**src/rtl/uart_rx_oversampled_if.sv**
```systemverilog
// Receiver-side bundle: serial line and arm control in, received word, handshake and status out.
interface uart_rx_oversampled_if #(
  parameter int DATA_BITS = 8
);
  logic                 rx;
  logic                 rx_en;
  logic [DATA_BITS-1:0] data_out;
  logic                 data_valid;
  logic                 data_ready;
  logic                 parity_err;
  logic                 frame_err;
  logic                 overrun;
  logic                 busy;

  modport master (
    output rx, rx_en, data_ready,
    input  data_out, data_valid, parity_err, frame_err, overrun, busy
  );

  modport slave (
    input  rx, rx_en, data_ready,
    output data_out, data_valid, parity_err, frame_err, overrun, busy
  );
endinterface

```
**src/rtl/uart_rx_oversampled.sv**
```systemverilog
// Oversampling UART receiver: start-bit validation, mid-bit sampling, configurable
// frame format, and a valid/ready output stage with parity, framing and overrun flags.
module uart_rx_oversampled #(
  parameter int DATA_BITS     = 8,
  parameter int OVERSAMPLE    = 16,
  parameter int CLKS_PER_TICK = 27,
  parameter int PARITY_EN     = 0,
  parameter int PARITY_ODD    = 0,
  parameter int STOP_BITS     = 1
) (
  input logic                  clk,
  input logic                  rst,
  uart_rx_oversampled_if.slave bus
);

  localparam int TW = (CLKS_PER_TICK > 1) ? $clog2(CLKS_PER_TICK) : 1;
  localparam int SW = $clog2(OVERSAMPLE);
  localparam int BW = $clog2(DATA_BITS + 1);
  localparam logic [TW-1:0] TICK_LAST = TW'(CLKS_PER_TICK - 1);
  localparam logic [SW-1:0] HALF_LAST = SW'(OVERSAMPLE / 2 - 1);
  localparam logic [SW-1:0] BIT_LAST  = SW'(OVERSAMPLE - 1);
  localparam logic [BW-1:0] DATA_LAST = BW'(DATA_BITS - 1);
  localparam logic [BW-1:0] STOP_LAST = BW'(STOP_BITS - 1);
  localparam logic          ODD       = (PARITY_ODD != 0);

  typedef enum logic [2:0] {IDLE, START, DATA, PARITY, STOP, BREAK_WAIT} state_t;

  state_t               state;
  logic                 rx_m, rx_s, rx_d;
  logic [TW-1:0]        tick_cnt;
  logic [SW-1:0]        samp_cnt;
  logic [BW-1:0]        bit_cnt;
  logic [DATA_BITS-1:0] shreg;
  logic                 par_err, frm_err, done, busy_r;
  logic                 tick, mid, start_det;

  logic [DATA_BITS-1:0] data_q;
  logic                 valid_q, perr_q, ferr_q, ovr_q;

  // Synchroniser flops reset to the idle level so reset never fakes a start edge.
  always_ff @(posedge clk) begin
    if (!rst) begin
      rx_m <= 1'b1;
      rx_s <= 1'b1;
      rx_d <= 1'b1;
    end else begin
      rx_m <= bus.rx;
      rx_s <= rx_m;
      rx_d <= rx_s;
    end
  end

  assign start_det = (state == IDLE) && bus.rx_en && rx_d && !rx_s;
  assign tick      = (tick_cnt == TICK_LAST);
  assign mid       = tick && (samp_cnt == ((state == START) ? HALF_LAST : BIT_LAST));

  always_ff @(posedge clk) begin
    if (!rst || start_det) tick_cnt <= '0;
    else if (tick)         tick_cnt <= '0;
    else                   tick_cnt <= tick_cnt + 1'b1;
  end

  always_ff @(posedge clk) begin
    if (!rst) begin
      state    <= IDLE;
      busy_r   <= 1'b0;
      samp_cnt <= '0;
      bit_cnt  <= '0;
      shreg    <= '0;
      par_err  <= 1'b0;
      frm_err  <= 1'b0;
      done     <= 1'b0;
    end else begin
      done <= 1'b0;
      if (tick) samp_cnt <= mid ? '0 : samp_cnt + 1'b1;
      case (state)
        IDLE: if (start_det) begin
          state    <= START;
          busy_r   <= 1'b1;
          samp_cnt <= '0;
          bit_cnt  <= '0;
          par_err  <= 1'b0;
          frm_err  <= 1'b0;
        end
        START: if (mid) begin
          if (rx_s) begin
            state  <= IDLE;
            busy_r <= 1'b0;
          end else begin
            state <= DATA;
          end
        end
        DATA: if (mid) begin
          shreg <= {rx_s, shreg[DATA_BITS-1:1]};
          if (bit_cnt == DATA_LAST) begin
            bit_cnt <= '0;
            state   <= (PARITY_EN != 0) ? PARITY : STOP;
          end else begin
            bit_cnt <= bit_cnt + 1'b1;
          end
        end
        PARITY: if (mid) begin
          par_err <= ((^shreg) ^ rx_s) != ODD;
          state   <= STOP;
        end
        STOP: if (mid) begin
          frm_err <= frm_err | ~rx_s;
          if (bit_cnt == STOP_LAST) begin
            bit_cnt <= '0;
            done    <= 1'b1;
            // Line still low after the last stop bit: wait for idle so a break never retriggers.
            if (rx_s) begin
              state  <= IDLE;
              busy_r <= 1'b0;
            end else begin
              state <= BREAK_WAIT;
            end
          end else begin
            bit_cnt <= bit_cnt + 1'b1;
          end
        end
        BREAK_WAIT: if (rx_s) begin
          state  <= IDLE;
          busy_r <= 1'b0;
        end
        default: begin
          state  <= IDLE;
          busy_r <= 1'b0;
        end
      endcase
    end
  end

  // Output stage: a completing frame loads only if the slot is empty or being drained this cycle.
  always_ff @(posedge clk) begin
    if (!rst) begin
      data_q  <= '0;
      valid_q <= 1'b0;
      perr_q  <= 1'b0;
      ferr_q  <= 1'b0;
      ovr_q   <= 1'b0;
    end else if (done) begin
      if (!valid_q || bus.data_ready) begin
        data_q  <= shreg;
        perr_q  <= par_err;
        ferr_q  <= frm_err;
        valid_q <= 1'b1;
        ovr_q   <= 1'b0;
      end else begin
        ovr_q <= 1'b1;
      end
    end else if (valid_q && bus.data_ready) begin
      valid_q <= 1'b0;
      ovr_q   <= 1'b0;
    end
  end

  assign bus.data_out   = data_q;
  assign bus.data_valid = valid_q;
  assign bus.parity_err = perr_q;
  assign bus.frame_err  = ferr_q;
  assign bus.overrun    = ovr_q;
  assign bus.busy       = busy_r;

endmodule

```
**src/flat_wrapper.sv**
```systemverilog
// flat-port wrapper written by rule: the top's interface ports become plain ports
module uart_rx_oversampled_flat 
#(
  parameter int DATA_BITS     = 8,
  parameter int OVERSAMPLE    = 16,
  parameter int CLKS_PER_TICK = 27,
  parameter int PARITY_EN     = 0,
  parameter int PARITY_ODD    = 0,
  parameter int STOP_BITS     = 1
)
  (clk, rst, bus_rx, bus_rx_en, bus_data_ready, bus_data_out, bus_data_valid, bus_parity_err, bus_frame_err, bus_overrun, bus_busy);
  uart_rx_oversampled_if #(.DATA_BITS(DATA_BITS)) bus_i ();
  input logic clk;
  input logic rst;
  input wire logic [$bits(bus_i.rx)-1:0] bus_rx;
  input wire logic [$bits(bus_i.rx_en)-1:0] bus_rx_en;
  input wire logic [$bits(bus_i.data_ready)-1:0] bus_data_ready;
  output wire logic [$bits(bus_i.data_out)-1:0] bus_data_out;
  output wire logic [$bits(bus_i.data_valid)-1:0] bus_data_valid;
  output wire logic [$bits(bus_i.parity_err)-1:0] bus_parity_err;
  output wire logic [$bits(bus_i.frame_err)-1:0] bus_frame_err;
  output wire logic [$bits(bus_i.overrun)-1:0] bus_overrun;
  output wire logic [$bits(bus_i.busy)-1:0] bus_busy;
  assign bus_i.rx = bus_rx;
  assign bus_i.rx_en = bus_rx_en;
  assign bus_i.data_ready = bus_data_ready;
  assign bus_data_out = bus_i.data_out;
  assign bus_data_valid = bus_i.data_valid;
  assign bus_parity_err = bus_i.parity_err;
  assign bus_frame_err = bus_i.frame_err;
  assign bus_overrun = bus_i.overrun;
  assign bus_busy = bus_i.busy;
  uart_rx_oversampled #(.DATA_BITS(DATA_BITS), .OVERSAMPLE(OVERSAMPLE), .CLKS_PER_TICK(CLKS_PER_TICK), .PARITY_EN(PARITY_EN), .PARITY_ODD(PARITY_ODD), .STOP_BITS(STOP_BITS)) u_core (.clk(clk), .rst(rst), .bus(bus_i));
endmodule
```
**config.mk**
```make
export PLATFORM = sky130hd
export DESIGN_NAME = uart_rx_oversampled_flat
export DESIGN_NICKNAME = d
export VERILOG_FILES = /design/src/rtl/uart_rx_oversampled_if.sv /design/src/rtl/uart_rx_oversampled.sv /design/src/flat_wrapper.sv
export SDC_FILE = /design/constraint.sdc
export NUM_CORES = 1
export LEC_CHECK = 0
export ABC_CLOCK_PERIOD_IN_PS = 3350
export CAP_MARGIN = 5
export CORE_MARGIN = 2
export CORE_UTILIZATION = 50
export CTS_CLUSTER_SIZE = 8
export DETAILED_ROUTE_END_ITERATION = 8
export PLACE_DENSITY = 0.71
export SLEW_MARGIN = 25
export SYNTH_ARGS = -nofsm -noshare
export SYNTH_HDL_FRONTEND = slang
export SYNTH_SLANG_ARGS = --single-unit
```
**constraint.sdc**
```tcl
create_clock -name clk -period 3.35 [get_ports clk]
set_input_delay 0.67 -clock clk [delete_from_list [all_inputs] [get_ports clk]]
set_output_delay 0.67 -clock clk [all_outputs]
set_load 0.05 [all_outputs]
```
# After elaboration in Yosys (flattened, before gate mapping)
# Cells that the tools add are included.
# op_classes
addsub	3
n_eq_ne	17
muxes	39
n_bitwise	4
reduce_logical	28
# ops
op	n
$mux 4	10
$mux 3	9
$pmux 3 s6	1
$ne 2x1->1 const B	8
$mux 1	14
$pmux 4 s3	1
$reduce_and 3->1	3
$add 4x1->4 const B	2
$reduce_and 8->1	1
$reduce_xor 8->1	1
$eq 3x2->1 const B	2
$eq 3x3->1 const B	2
$reduce_and 2->1	3
$reduce_bool 2->1	3
$add 5x1->5 const B	1
$eq 5x5->1 const B	1
$logic_and 1x1->1	5
$pmux 1 s5	1
$reduce_and 5->1	1
$eq 4x3->1 const B	1
$eq 4x4->1	1
$logic_not 4->1	1
$pmux 1 s2	2
$reduce_and 4->1	1
11 further kinds	16
# word_totals
regBits	43
input_bits	5
out_inout_bits	13
word_cells	108

# Logic depth before layout (Yosys ltp)
# depth
ltp_word	8
ltp_mapped	9
ltp_nobuf	7

# Least setup slack after synthesis
# OpenSTA, ideal clock, no wires.
# synth_path
path_kind	register -> register
start	reg u_core.tick_cnt[0]
end	reg u_core.bit_cnt[3]
setup_ps	72
arrival_time_ps	1951
required_ps	3278
path_slack_ps	1327
stages_incl_launch_ff	10
path_buffers	2
synth_period_minus_slack_ps	2023
path_cell_list	dfxtp_1 > inv_1 > ha_1 > and4b_1 > buf_4 > a31oi_1 > or3_1 > buf_2 > or4_1 > a21oi_1
# synth_between
elab_chain_len	4
word_cells_on_any_way	5
classes_between	eq/ne: 3; reduce/logical: 2
# synth_rtl
element	line_no	text
from (decl)	uart_rx_oversampled.sv:30	logic [TW-1:0] tick_cnt;
from (signal assigned)	uart_rx_oversampled.sv:60	else tick_cnt <= tick_cnt + 1'b1;
$eq 5x5->1 (*)	uart_rx_oversampled.sv:54	assign tick = (tick_cnt == TICK_LAST);
$logic_and 1x1->1 (*)	uart_rx_oversampled.sv:55	assign mid = tick && (samp_cnt == ((state == START) ? HALF_LAST : BIT_LAST));
$ne 2x1->1 (no line)	n/a	
$reduce_and 4->1 (no line) (*)	n/a	
to (signal assigned)	uart_rx_oversampled.sv:99	bit_cnt <= bit_cnt + 1'b1;
to (signal assigned)	uart_rx_oversampled.sv:119	bit_cnt <= bit_cnt + 1'b1;
to (decl)	uart_rx_oversampled.sv:32	logic [BW-1:0] bit_cnt;
# Every way passes the cells marked *; elsewhere a longest branch is shown, timed or not.
# A chain may end at the register's enable or synchronous reset.

# Final worst setup path
# layout_path
start	in bus_rx_en
end	reg u_core.bit_cnt[3]
# layout_between
elab_chain_len	5
# layout_rtl
element	line_no	text
from (decl)	flat_wrapper.sv:16	input wire logic [$bits(bus_i.rx_en)-1:0] bus_rx_en;
$logic_and 1x1->1 (3 in a row)	uart_rx_oversampled.sv:53	assign start_det = (state == IDLE) && bus.rx_en && rx_d && !rx_s;
$ne 2x1->1 (no line)	n/a	
$reduce_and 4->1 (no line)	n/a	
# Every way passes these cells.

==> results.json <==
{
  "grt_usage_pct": 17.7,
  "setup_viol_count_final": 0,
  "p_leak_nw": 0.884,
  "rsz0062_at_grt": "false",
  "power_switching_share_pct": 21.9,
  "outcome": "complete, no violations",
  "fin_crit_sh_pct": 66.5,
  "utilization_pct": 61.4,
  "ios": 18,
  "crit_slowest_cell": "or4_1",
  "grt_pass1_vias": 1324,
  "routabilityCongestion": 0.908,
  "wirelength_um": 3480,
  "start_util_pct": 52.6,
  "max_slew_margin_pct": 43.8,
  "drtPass1Iterations": 4,
  "fin_skew_ns": 0.00972,
  "crit_fanout": 7,
  "vias": 1484,
  "synth_top_flop_cell": "dfxtp_1",
  "grt_start_max_net_pins": 18,
  "post-cts-setup-buffer-count": 0,
  "area_delta_synth_final_pct": 16.8,
  "drive_gt1_share_pct": 5.56,
  "htreeDepth": 2,
  "yosysUniqueCellTypes": 43,
  "cts-root-buf": "clkbuf_8",
  "dp_slack_ns": 0.835,
  "grt_pass1_wl_um": 6110,
  "p_sw_mw": 0.221,
  "syn_area_per_cell_um2": 8.98,
  "final_nets": 243,
  "maxCapViolCount": 0,
  "wl_per_cell_um": 12.3,
  "clk_path_buf_depth": 2,
  "worst_ep_arrival_time_ns": 2.45,
  "remaining_drc_errors": 0,
  "cts_tree": "yes",
  "numClockSinks": 43,
  "ys_warn_count": 0,
  "post-dp-hpwl_um": 2490,
  "timing.final.crit_period_ns": 2.23,
  "ys_seq_area_share_pct": 44.4,
  "netlist_top_cells_count": "dfxtp_1, nor2_1, mux2i_1",
  "cts_hold_buffers": 0,
  "overflow": 0,
  "ys_async_sr_fraction_pct": 0,
  "chipHeight_um": 66.3,
  "critPathCaptureType": "register",
  "path_clk_slew_ns": 0.08,
  "p_int_mw": 0.786,
  "worstSetupPathType": "input pin to register",
  "yosysMostFrequentCell": "dfxtp_1",
  "worst_hold_slack_ns": 0.410,
  "place_area_um2": 2150,
  "ant_nets": 0,
  "ys_ff_latch": 43,
  "syn_area_um2": 1940,
  "worst_slew_pin_slew_ns": 0.839,
  "slowest_delay_ns": 0.53,
  "fp-row-count": 22,
  "setup_tns_ns": 0,
  "startpoint_type": "input pin",
  "fp.dieW_um": 66.3,
  "dieArea_um2": 4390,
  "p_per_area_nw_per_um2": 444,
  "clock_latency_ns": 0.29,
  "cts-resized-gates": 0,
  "crit_chain": "clkdlybuf4s50_1 -> and3b_1 -> nor4_1 -> or3_1 -> or4_1 -> a21oi_1",
  "final_area_um2": 2270,
  "p_clk_share_pct": 41.0,
  "core_area_um2": 3690,
  "cts_buffers": 5,
  "synth.area.top_cells": "dfxtp_1, mux2i_1, nor2_1",
  "fmax_mhz": 449,
  "drt_iter0_markers": 100,
  "power_frac_comb_pct": 6.4,
  "synth_fp_nets": 226,
  "finalMaxSlewViolations": 0,
  "seqPwrFrac_pct": 52.6,
  "worst_hold_path_type": "register to register",
  "p_total_mw": 1.01,
  "synth_edf_count": 0,
  "n_antenna_cell": 0,
  "register_area_um2": 861,
  "yosysTopAreaCell": "dfxtp_1",
  "fillers": 336,
  "ir_drop_mv": 0.318,
  "io_buffers": 17,
  "required_ns": 3.57,
  "multi_input_area_um2": 1000,
  "synth_top_area_share_pct": 44.4,
  "antenna_found_initial": 0,
  "synth_cells": 216,
  "via_per_inst": 5.26,
  "setup_slack_ns": 1.12,
  "final_hold_viol_count": 0,
  "final_cells": 282,
  "placed_cells": 274
}
==> cell usage in the layout, fill, tap and decap left out, types with 2 or more instances in the layout <==
cell type	n
a211oi_1	2
a21oi_1	8
a32oi_1	2
and3_1	2
buf_4	3
clkbuf_8	6
clkdlybuf4s50_1	17
dfxtp_1	43
ha_1	5
inv_1	7
mux2i_1	20
nand2_1	15
nand2b_1	9
nand3_1	6
nand3b_1	2
nand4_1	2
nor2_1	34
nor3_1	3
nor3b_1	2
o21ai_0	4
o22ai_1	2
o31ai_1	2
or3_1	4
xnor2_1	9
xor2_1	5
==> power groups by stage <==
stage | logic (mW) | registers, mW | clock network, mW
floorplan | 0.0527 | 0.536 | 0
global placement | 0.0633 | 0.541 | 0
detailed placement | 0.0636 | 0.541 | 0
CTS | 0.0637 | 0.529 | 0.418
global route | 0.0711 | 0.531 | 0.450
finish | 0.0641 | 0.529 | 0.413
==> sequential cells by signal (all words and copies together) (netlist names), 3 cells and up <==
name / cells
u_core.tick_cnt: 5
u_core.samp_cnt: 4
u_core.bus.data_out: 8
u_core.state: 3
u_core.bit_cnt: 4
u_core.shreg: 8
==> final timing paths <==
kind                                          from  cells past startpoint                 to  slack (ns)
worst max-delay path                     bus_rx_en                      6  u_core.bit_cnt[3]        1.12
worst min-delay path                   u_core.rx_m                      1        u_core.rx_s        0.41
worst max register to register  u_core.tick_cnt[0]                      7  u_core.bit_cnt[3]        1.14
worst min register to register         u_core.rx_m                      1        u_core.rx_s        0.41
==> cell families (layout without fill, tap and decap cells) <==
family          after synthesis  count (layout)  synth area share, %
simple gates                 88              88                 22.6
flops                        43              43                 44.4
buf+inv                      18              36                 3.81
mux                          20              20                 10.3
fa+ha+maj                     5               5                 3.23
compound gates               28              28                 9.36
xor+xnor                     14              14                 6.32
==> per-layer routing <==
| metal | global-route usage (%) | vias to the layer above | wire length, um |
|---|---|---|---|
| met5 | 0 | - | 0 |
| li1 | - | 775 | - |
| met1 | 23.9 | 673 | 1730 |
| met2 | 27.9 | 34 | 1590 |
| met4 | 3.06 | 0 | 10 |
| met3 | 5.79 | 2 | 138 |
==> worst max-delay path, delay by kind of cell <==
family	cells	cell delay [ns]
buffers and inverters	1	0.45
AND/OR/NAND/NOR	4	1.21
AO/OA/AOI/OAI	1	0.13
==> cell type report <==
| class | instances | area share (%) |
|---|---|---|
| clock buffers | 6 | 3.64 |
| clock inverters | 2 | 1.55 |
| inverters | 8 | 1.33 |
| multi-input cells | 155 | 44.3 |
| flip-flops and latches | 43 | 38.0 |
| well taps | 48 | 2.65 |
| repair buffers | 20 | 8.50 |
No activity file was read; power rests on OpenSTA's default activity.
